File: src/rtl/tft_pixel_streamer.sv
// ILI9341 4-wire SPI frame writer: address-window header followed by
// LCD_W*LCD_H RGB565 pixels pulled one at a time from the renderer.
module tft_pixel_streamer #(
  parameter int unsigned CLK_DIV    = 2,
  parameter int unsigned LCD_W      = 240,
  parameter int unsigned LCD_H      = 320,
  parameter int unsigned GAP_CYC    = 16,
  parameter int unsigned CONTINUOUS = 0
) (
  input  logic        clk,
  input  logic        reset,
  input  logic        start,
  input  logic [15:0] pixel_color,
  output logic        framebufferClk,
  output logic        tft_cs,
  output logic        tft_dc,
  output logic        tft_sck,
  output logic        tft_mosi,
  output logic        busy,
  output logic        frame_done
);

  localparam int unsigned NPIX     = LCD_W * LCD_H;
  localparam int unsigned DIV_W    = (CLK_DIV > 1) ? $clog2(CLK_DIV) : 1;
  localparam logic [DIV_W-1:0] DIV_LAST = DIV_W'(CLK_DIV - 1);
  localparam logic [15:0] XEND     = 16'(LCD_W - 1);
  localparam logic [15:0] YEND     = 16'(LCD_H - 1);
  localparam logic [16:0] PIX_LAST = 17'(NPIX - 1);
  localparam logic [15:0] GAP_LAST = (GAP_CYC == 0) ? 16'd0 : 16'(GAP_CYC - 1);

  typedef enum logic [2:0] {S_IDLE, S_HEADER, S_PIXELS, S_GAP, S_DONE} state_t;

  state_t            r_state;
  state_t            w_state_nxt;
  logic [DIV_W-1:0]  r_div;
  logic [3:0]        r_bit;
  logic [3:0]        r_byte;
  logic [16:0]       r_pix;
  logic [15:0]       r_gap;
  logic [15:0]       r_shift;
  logic              r_cs, r_dc, r_sck, r_mosi, r_fb, r_busy, r_done;
  logic              w_half_end, w_bit_end, w_unit_last;
  logic [3:0]        w_hdr_idx;
  logic [8:0]        w_hdr_next;

  // Header table entry as {dc, byte}
  function automatic logic [8:0] hdr_word(input logic [3:0] idx);
    case (idx)
      4'd0:    hdr_word = {1'b0, 8'h2A};
      4'd3:    hdr_word = {1'b1, XEND[15:8]};
      4'd4:    hdr_word = {1'b1, XEND[7:0]};
      4'd5:    hdr_word = {1'b0, 8'h2B};
      4'd8:    hdr_word = {1'b1, YEND[15:8]};
      4'd9:    hdr_word = {1'b1, YEND[7:0]};
      4'd10:   hdr_word = {1'b0, 8'h2C};
      default: hdr_word = {1'b1, 8'h00};
    endcase
  endfunction

  assign w_half_end  = (r_div == DIV_LAST);
  assign w_bit_end   = w_half_end & r_sck;
  assign w_unit_last = (r_state == S_HEADER) ? (r_bit == 4'd7) : (r_bit == 4'd15);
  assign w_hdr_idx   = (r_state == S_HEADER) ? (r_byte + 4'd1) : 4'd0;
  assign w_hdr_next  = hdr_word(w_hdr_idx);

  // State register
  always_ff @(posedge clk or posedge reset) begin
    if (reset) r_state <= S_IDLE;
    else       r_state <= w_state_nxt;
  end

  // Next-state decode
  always_comb begin
    w_state_nxt = r_state;
    case (r_state)
      S_IDLE:   if (start) w_state_nxt = S_HEADER;
      S_HEADER: if (w_bit_end && w_unit_last && r_byte == 4'd10) w_state_nxt = S_PIXELS;
      S_PIXELS: if (w_bit_end && w_unit_last && r_pix == PIX_LAST) w_state_nxt = S_GAP;
      S_GAP:    if (r_gap == GAP_LAST) w_state_nxt = S_DONE;
      S_DONE:   w_state_nxt = (CONTINUOUS != 0) ? S_HEADER : S_IDLE;
      default:  w_state_nxt = S_IDLE;
    endcase
  end

  // Registered outputs, bit timing and shift datapath
  always_ff @(posedge clk or posedge reset) begin
    if (reset) begin
      r_div   <= '0;
      r_bit   <= '0;
      r_byte  <= '0;
      r_pix   <= '0;
      r_gap   <= '0;
      r_shift <= '0;
      r_cs    <= 1'b1;
      r_dc    <= 1'b1;
      r_sck   <= 1'b0;
      r_mosi  <= 1'b0;
      r_fb    <= 1'b0;
      r_busy  <= 1'b0;
      r_done  <= 1'b0;
    end else begin
      r_fb   <= 1'b0;
      r_done <= 1'b0;
      case (r_state)
        S_IDLE: begin
          if (start) begin
            r_cs    <= 1'b0;
            r_busy  <= 1'b1;
            r_byte  <= w_hdr_idx;
            r_shift <= {w_hdr_next[7:0], 8'h00};
            r_mosi  <= w_hdr_next[7];
            r_dc    <= w_hdr_next[8];
            r_bit   <= '0;
            r_div   <= '0;
            r_sck   <= 1'b0;
          end
        end
        S_HEADER, S_PIXELS: begin
          r_div <= w_half_end ? '0 : r_div + DIV_W'(1);
          if (w_half_end && !r_sck) r_sck <= 1'b1;
          if (w_bit_end) begin
            r_sck <= 1'b0;
            if (!w_unit_last) begin
              r_bit   <= r_bit + 4'd1;
              r_shift <= r_shift << 1;
              r_mosi  <= r_shift[14];
            end else if (w_state_nxt == S_GAP) begin
              r_cs   <= 1'b1;
              r_mosi <= 1'b0;
              r_gap  <= '0;
              r_pix  <= '0;
            end else if (w_state_nxt == S_HEADER) begin
              r_byte  <= w_hdr_idx;
              r_shift <= {w_hdr_next[7:0], 8'h00};
              r_mosi  <= w_hdr_next[7];
              r_dc    <= w_hdr_next[8];
              r_bit   <= '0;
            end else begin
              // New pixel: capture the renderer's current colour and advance it
              r_shift <= pixel_color;
              r_mosi  <= pixel_color[15];
              r_dc    <= 1'b1;
              r_fb    <= 1'b1;
              r_bit   <= '0;
              r_pix   <= (r_state == S_PIXELS) ? r_pix + 17'd1 : '0;
            end
          end
        end
        S_GAP: r_gap <= r_gap + 16'd1;
        S_DONE: begin
          r_done <= 1'b1;
          if (CONTINUOUS != 0) begin
            r_cs    <= 1'b0;
            r_byte  <= w_hdr_idx;
            r_shift <= {w_hdr_next[7:0], 8'h00};
            r_mosi  <= w_hdr_next[7];
            r_dc    <= w_hdr_next[8];
            r_bit   <= '0;
            r_div   <= '0;
            r_sck   <= 1'b0;
          end else begin
            r_busy <= 1'b0;
          end
        end
        default: ;
      endcase
    end
  end

  assign framebufferClk = r_fb;
  assign tft_cs         = r_cs;
  assign tft_dc         = r_dc;
  assign tft_sck        = r_sck;
  assign tft_mosi       = r_mosi;
  assign busy           = r_busy;
  assign frame_done     = r_done;

endmodule

File: config.mk
export PLATFORM = sky130hd
export DESIGN_NAME = tft_pixel_streamer
export DESIGN_NICKNAME = d
export VERILOG_FILES = /design/src/rtl/tft_pixel_streamer.sv
export SDC_FILE = /design/constraint.sdc
export NUM_CORES = 1
export LEC_CHECK = 0
export ABC_AREA = 1
export CAP_MARGIN = 5
export CORE_MARGIN = 10
export CORE_UTILIZATION = 60
export DETAILED_ROUTE_END_ITERATION = 10
export PLACE_DENSITY = 0.81
export SLEW_MARGIN = 20
export SYNTH_ARGS = -nofsm -noshare
export SYNTH_HDL_FRONTEND = slang
export SYNTH_SLANG_ARGS = --single-unit
File: constraint.sdc
create_clock -name clk -period 2.4 [get_ports clk]
set_input_delay 0.36 -clock clk [delete_from_list [all_inputs] [get_ports clk]]
set_output_delay 0.36 -clock clk [all_outputs]
set_load 0.03 [all_outputs]
=== Word level (Yosys, flattened, before mapping) ===
Cells that the tools add are included.

* Bits of input ports: 19
* Flip-flop bits (word level): 67

* Reductions and logical operators: 21
* Bitwise logic cells: 1
* Mux-type cells: 62
* Add/subtract/negate cells: 5
* Equality and inequality tests: 25

{| class="wikitable"
|+ Operators by type and width
! cell !! count
|-
| $mux W15 || 5
|-
| $pmux W9 S6 || 1
|-
| $mux W17 || 3
|-
| $mux W16 || 3
|-
| $mux W4 || 10
|-
| $pmux W16 S2 || 1
|-
| $pmux W15 S2 || 1
|-
| $mux W1 || 25
|-
| $eq A4 B4 Y1 const B || 5
|-
| $add A17 B1 Y17 const B || 1
|-
| $eq A17 B17 Y1 const B || 1
|-
| $add A16 B1 Y16 const B || 1
|-
| $eq A16 B4 Y1 const B || 1
|-
| $pmux W4 S2 || 2
|-
| $ne A2 B2 Y1 const B || 7
|-
| $eq A4 B3 Y1 const B || 3
|-
| $mux W3 || 4
|-
| $pmux W1 S2 || 6
|-
| $pmux W3 S4 || 1
|-
| $reduce_and A4 Y1 || 3
|-
| $reduce_and A5 Y1 || 2
|-
| $eq A3 B2 Y1 const B || 3
|-
| $add A4 B1 Y4 const B || 2
|-
| $eq A3 B1 Y1 const B || 2
|-
| other kinds (13) || 21
|}

=== Longest topological paths before layout ===
* Depth after elaboration: 12
* Mapped depth: 14
* Mapped depth without buffers: 14

=== Worst setup path after synthesis ===
OpenSTA, ideal clock, no wires.

* Path type: register -> register
* Start: reg r_sck (netlist: tft_sck)
* End: reg r_pix[15]
* Setup slack: 628 ps
* Cell stages (with the launch flop): 11
* Setup time: 118 ps
* Data arrival time: 1,654 ps
* Clock period less this slack: 1,772 ps
* Data required time: 2,282 ps
* Cells stage by stage: dfrtp_1 -> nand2_2 -> inv_1 -> a41oi_2 -> nor2_4 -> nand2_4 -> inv_4 -> nand2_8 -> buf_6 -> nand2_1 -> o21ai_2

* Longest elaborated chain between the ends: 8
* Elaborated cells on any way between the ends: 12
* Those cells by class: eq/ne: 3; mux: 4; bitwise: 1; reduce/logical: 4

{| class="wikitable"
|+ Ends and longest elaborated chain
! element !! line !! text
|-
| from (decl) || 41 || <nowiki>logic r_cs, r_dc, r_sck, r_mosi, r_fb, r_busy, r_done;</nowiki>
|-
| from (signal assigned) || 96 || <nowiki>r_sck <= 1'b0;</nowiki>
|-
| from (signal assigned) || 115 || <nowiki>r_sck <= 1'b0;</nowiki>
|-
| from (signal assigned) || 120 || <nowiki>if (w_half_end && !r_sck) r_sck <= 1'b1;</nowiki>
|-
| $and A1 B1 Y1 (*) || 61 || <nowiki>assign w_bit_end = w_half_end & r_sck;</nowiki>
|-
| $logic_and A1 B1 Y1 || 77, 78 ||
|-
| $logic_and A1 B1 Y1, on equally long branches || 78, 77 ||
|-
| $mux W3, on equally long branches || 78, 77 ||
|-
| $pmux W3 S4 || 75 || <nowiki>case (r_state)</nowiki>
|-
| $eq A3 B2 Y1 / $eq A3 B1 Y1 (equally long branches) || 127, 132 ||
|-
| $ne A2 B2 Y1 (no line) || -- ||
|-
| $reduce_and A4 Y1 (no line) || -- ||
|-
| to (signal assigned) || 145 || <nowiki>r_pix <= (r_state == S_PIXELS) ? r_pix + 17'd1 : '0;</nowiki>
|-
| to (decl) || 38 || <nowiki>logic [16:0] r_pix;</nowiki>
|}

Mark *: on every way between the ends. The rest lies on a longest branch, timed or not.
A chain may end at the register's enable or synchronous reset.

=== Worst setup path after layout ===
* Start: reg r_byte[0]
* End: reg r_pix[11]

* Longest elaborated chain between the ends: 7
* Elaborated cells on any way between the ends: 9
* Those cells by class: eq/ne: 4; mux: 3; reduce/logical: 2

{| class="wikitable"
|+ Ends and longest elaborated chain
! element !! line !! text
|-
| from (decl) || 37 || <nowiki>logic [3:0] r_byte;</nowiki>
|-
| from (signal assigned) || 109 || <nowiki>r_byte <= w_hdr_idx;</nowiki>
|-
| from (signal assigned) || 133 || <nowiki>r_byte <= w_hdr_idx;</nowiki>
|-
| from (signal assigned) || 154 || <nowiki>r_byte <= w_hdr_idx;</nowiki>
|-
| $eq A4 B4 Y1 (*) || 77 || <nowiki>S_HEADER: if (w_bit_end && w_unit_last && r_byte == 4'd10) w_state_nxt = S_PIXELS;</nowiki>
|-
| $logic_and A1 B1 Y1 (*) || 77 ||
|-
| $mux W3 (*) || 77 ||
|-
| $pmux W3 S4 (*) || 75 ||
|-
| $eq A3 B2 Y1 / $eq A3 B1 Y1 (equally long branches) || 127, 132 ||
|-
| $ne A2 B2 Y1 (no line) || -- ||
|-
| $reduce_and A4 Y1 (no line) || -- ||
|}

Marked as above.

==> results.txt <==
The first routing iteration left 156 violations. The total iterations of the first detailed-routing run came out at 4. The overall power of the completed layout is 2.23 mW. Gates resized during post-CTS repair numbered 0.

The largest individual stage delay along the critical path comes from the cell sky130_fd_sc_hd__dfrtp_1. The share of synthesized flip-flops with an asynchronous set or reset is 100%. Traced cell by cell, the critical path runs through inv_1, ha_1, nand2_1, nor2_1, a41oi_2, nor2_4, nand2_4, inv_4, nand2_8, nor2_8, nand2_1, o21ai_1. The clock edge transition at the registers on the reported setup and hold paths came out at 80 ps. TritonCTS built the clock tree. The number of vias per cell after detailed routing is 5.52. The share of the cycle needed by the critical path after routing came out at 87.9%.

Entering global routing, the biggest net connects 30 pins. The part of the Yosys area used for sequential elements is 41.4%. The routed wire length is 9030 microns.

In the synthesized netlist the dominant register cell turns out to be sky130_fd_sc_hd__dfrtp_1. The min-delay analysis places its worst path in the category in2async. The core footprint is 6460 sq um. The number of synthesized flops with an enable pin is 0. Across the VDD grid, the largest voltage drop is 329 uV.

Data on the critical path is required at its endpoint by 2680 ps. After detailed routing, the number of remaining DRC violations is 0. The area share of the leading cell type in the synthesized netlist came out at 40.1%. The total leakage power came out at 2.23 nW. The routability congestion estimate from global placement came out at 0.937. The initial antenna violation count came out at 0. The delay of the slowest critical-path stage is 430 ps.

The sum of overflow across all layers after global routing is 0. The commonest cells after synthesis are sky130_fd_sc_hd__nand2_1 (131), sky130_fd_sc_hd__dfrtp_1 (65), sky130_fd_sc_hd__nor2_1 (60). The number of global-route vias before repair came out at 3308. The synthesized netlist occupies a cell area of 4060 sq um. Setup repair after global routing left no endpoint under its margin. The first-pass GRT wire length is 15300 microns. The mean routed wirelength per cell came out at 14.3 microns. The run finished with clean final reports.

The number of clock buffers added by TritonCTS is 9. The die is 102 microns tall. The final max-slew violation count is 0. 0 antenna diodes ended up in the layout. The post-route clock skew is 11.5 ps. The number of input and output port buffers inserted is 25.

The number of distinct library cells after synthesis is 41. The cell repeated most along the worst path is sky130_fd_sc_hd__nand2_1. Clock latency on the worst-skew pair, taken at its later pin, is 350 ps. The worst pin sits at a relative slew slack of 68.4%. The number of hold buffers added after CTS came out at 0.

For this block, the via count after detailed routing is 3482. The number of hold violations in the final report came to 0. The starting density of the core came out at 62.8%. The minimum period implied by the final worst setup slack came out at 2110 ps. The number of register bits inferred by synthesis is 67. The area overhead of the layout relative to synthesis came out at 13.1%. The I/O pin count came out at 26. Adding up every negative setup slack in the final design gives 0 ps. The estimated wirelength of the detail-placed design came out at 6590 microns. Counting both buffers and inverters, the worst setup path holds a total of 2.

Of all cell types, the one taking the most synthesized area is sky130_fd_sc_hd__dfrtp_1. The highest net fanout along the worst path came out at 16. The TritonCTS sink count is 67. The number of buffers on the longest clock path is 2. The mean area per synthesized cell came out at 7.84 sq um. The number of nets at the end of the flow is 573. The leading cell type by number of instances after synthesis is sky130_fd_sc_hd__nand2_1. The die covers 10400 sq um.

The cell row count is 29. The actual slew at the worst max-slew pin is 473 ps. The category of the worst setup path launch point is a register. The horizontal die dimension came out at 102 microns.

Once detail routing completed, the nets flagged for antenna violations numbered 0. The top achievable clock speed is 474 MHz. The cell class contributing the biggest share of worst-path delay is simple AND/OR/NAND/NOR gates. The worst setup path is of the reg2reg kind. Sorting the synthesized cells by area gives the leading types as sky130_fd_sc_hd__dfrtp_1 (40%), sky130_fd_sc_hd__nand2_1 (12%), sky130_fd_sc_hd__nor2_1 (5.6%), sky130_fd_sc_hd__nand3_1 (4.7%), sky130_fd_sc_hd__inv_1 (4.0%).

The share of post-route cells with drive strength above 1 came out at 14.1%. The count of mapped cells out of synthesis is 517. The post-CTS setup buffer count is 0.

The number of warnings reported in the yosys synthesis log is 0. Across every metal layer, demand over resource in global routing totals 18.0%. Counting every net in the synthesized netlist gives 541.

The setup violation total in the final timing report is 0. The H-tree depth came out at 3. The cell sitting at the root of the clock tree is a sky130_fd_sc_hd__clkbuf_8. The endpoint kind of the worst setup timing path is a register. The power per cell area is 487 nW/um^2. The number of maximum-capacitance violations is 0. The data arrival time of the critical path is 2380 ps.
[final timing paths]
check                            from         end  slack (ps)  depth (start not counted)
max in group asynchronous       reset      tft_cs        1440                          3
hold reg to reg            r_shift[8]  r_shift[8]         490                          2
setup / recovery            r_byte[0]   r_pix[11]         290                         12
hold / removal                  reset   r_pix[16]         340                          2
min in group clk           r_shift[8]  r_shift[8]         490                          2
setup reg to reg            r_byte[0]   r_pix[11]         290                         12
[stage by stage]
stage	worst slack [ps]	area [sq um]	hold WS, ps	utilization, %	instances
floorplan	360	4060	449	-	517
global placement	364	4370	467	67.6	615
detailed placement	305	4370	472	67.6	615
CTS	290	4590	360	71.0	631
global route	98.4	4590	393	71.0	631
finish	291	4590	343	71.0	631
[cells by family after synthesis]
group,count (synthesis),synth area share [%]
buf+inv,66,7.65
compound gates,77,11.5
xor+xnor,17,3.67
fa+ha+maj,5,1.54
simple gates,285,34.2
flops,67,41.4
[per-layer routing]
layer	vias to the layer above	track usage [%]	wire length, microns
li1	1749	-	-
met1	1638	24.0	4200
met5	-	0	0
met4	0	6.83	125
met3	11	3.58	452
met2	84	28.1	4250
[final cells by class]
type | count | area (sq um)
flip-flops and latches | 67 | 1680
clock buffers | 9 | 124
clock inverters | 7 | 92.6
fillers | 516 | 1870
repair buffers | 31 | 308
inverters | 56 | 220
multi-input cells | 384 | 2070
well taps | 77 | 96.3
[state kept, by name, indices dropped and copies added (netlist names)]
register / count
busy: 1
frame_done: 1
framebufferClk: 1
r_bit: 4
r_byte: 4
r_div: 1
r_gap: 16
r_pix: 17
r_shift: 15
r_state: 3
tft_cs: 1
tft_dc: 1
tft_mosi: 1
tft_sck: 1
[where the power goes]
| group | total [mW] | leakage (nW) | switching [mW] | internal [mW] |
|---|---|---|---|---|
| Clock | 1.04 | 0.113 | 0.462 | 0.583 |
| Sequential | 1.13 | 0.862 | 0 | 1.13 |
| Combinational | 0.0583 | 1.25 | 0.0271 | 0.0311 |
[layout by cell type, fill, tap and decap left out, types with 2 or more instances in the layout]
| master | n |
|---|---|
| sky130_fd_sc_hd__buf_4 | 5 |
| sky130_fd_sc_hd__ha_1 | 5 |
| sky130_fd_sc_hd__o21a_1 | 3 |
| sky130_fd_sc_hd__clkdlybuf4s50_1 | 25 |
| sky130_fd_sc_hd__a22oi_1 | 9 |
| sky130_fd_sc_hd__o21ai_1 | 12 |
| sky130_fd_sc_hd__nand3_1 | 38 |
| sky130_fd_sc_hd__inv_1 | 42 |
| sky130_fd_sc_hd__xor2_1 | 14 |
| sky130_fd_sc_hd__dfrtp_1 | 65 |
| sky130_fd_sc_hd__nand2_1 | 131 |
| sky130_fd_sc_hd__o21ai_0 | 28 |
| sky130_fd_sc_hd__o21ai_2 | 6 |
| sky130_fd_sc_hd__nand3_4 | 2 |
| sky130_fd_sc_hd__bufinv_16 | 2 |
| sky130_fd_sc_hd__nor4_1 | 3 |
| sky130_fd_sc_hd__nor2_4 | 2 |
| sky130_fd_sc_hd__clkinv_2 | 3 |
| sky130_fd_sc_hd__inv_2 | 11 |
| sky130_fd_sc_hd__clkinv_4 | 3 |
| sky130_fd_sc_hd__clkbuf_8 | 9 |
| sky130_fd_sc_hd__a21oi_1 | 14 |
| sky130_fd_sc_hd__nor3_1 | 8 |
| sky130_fd_sc_hd__dfstp_2 | 2 |
| sky130_fd_sc_hd__inv_4 | 2 |
| sky130_fd_sc_hd__xnor2_1 | 3 |
| sky130_fd_sc_hd__nand2_2 | 7 |
| sky130_fd_sc_hd__nand4_1 | 13 |
| sky130_fd_sc_hd__nor2_8 | 3 |
| sky130_fd_sc_hd__nand2_4 | 8 |
| sky130_fd_sc_hd__nor2_1 | 60 |
| sky130_fd_sc_hd__nor2_2 | 5 |
Power figures use the tool's default switching activity.
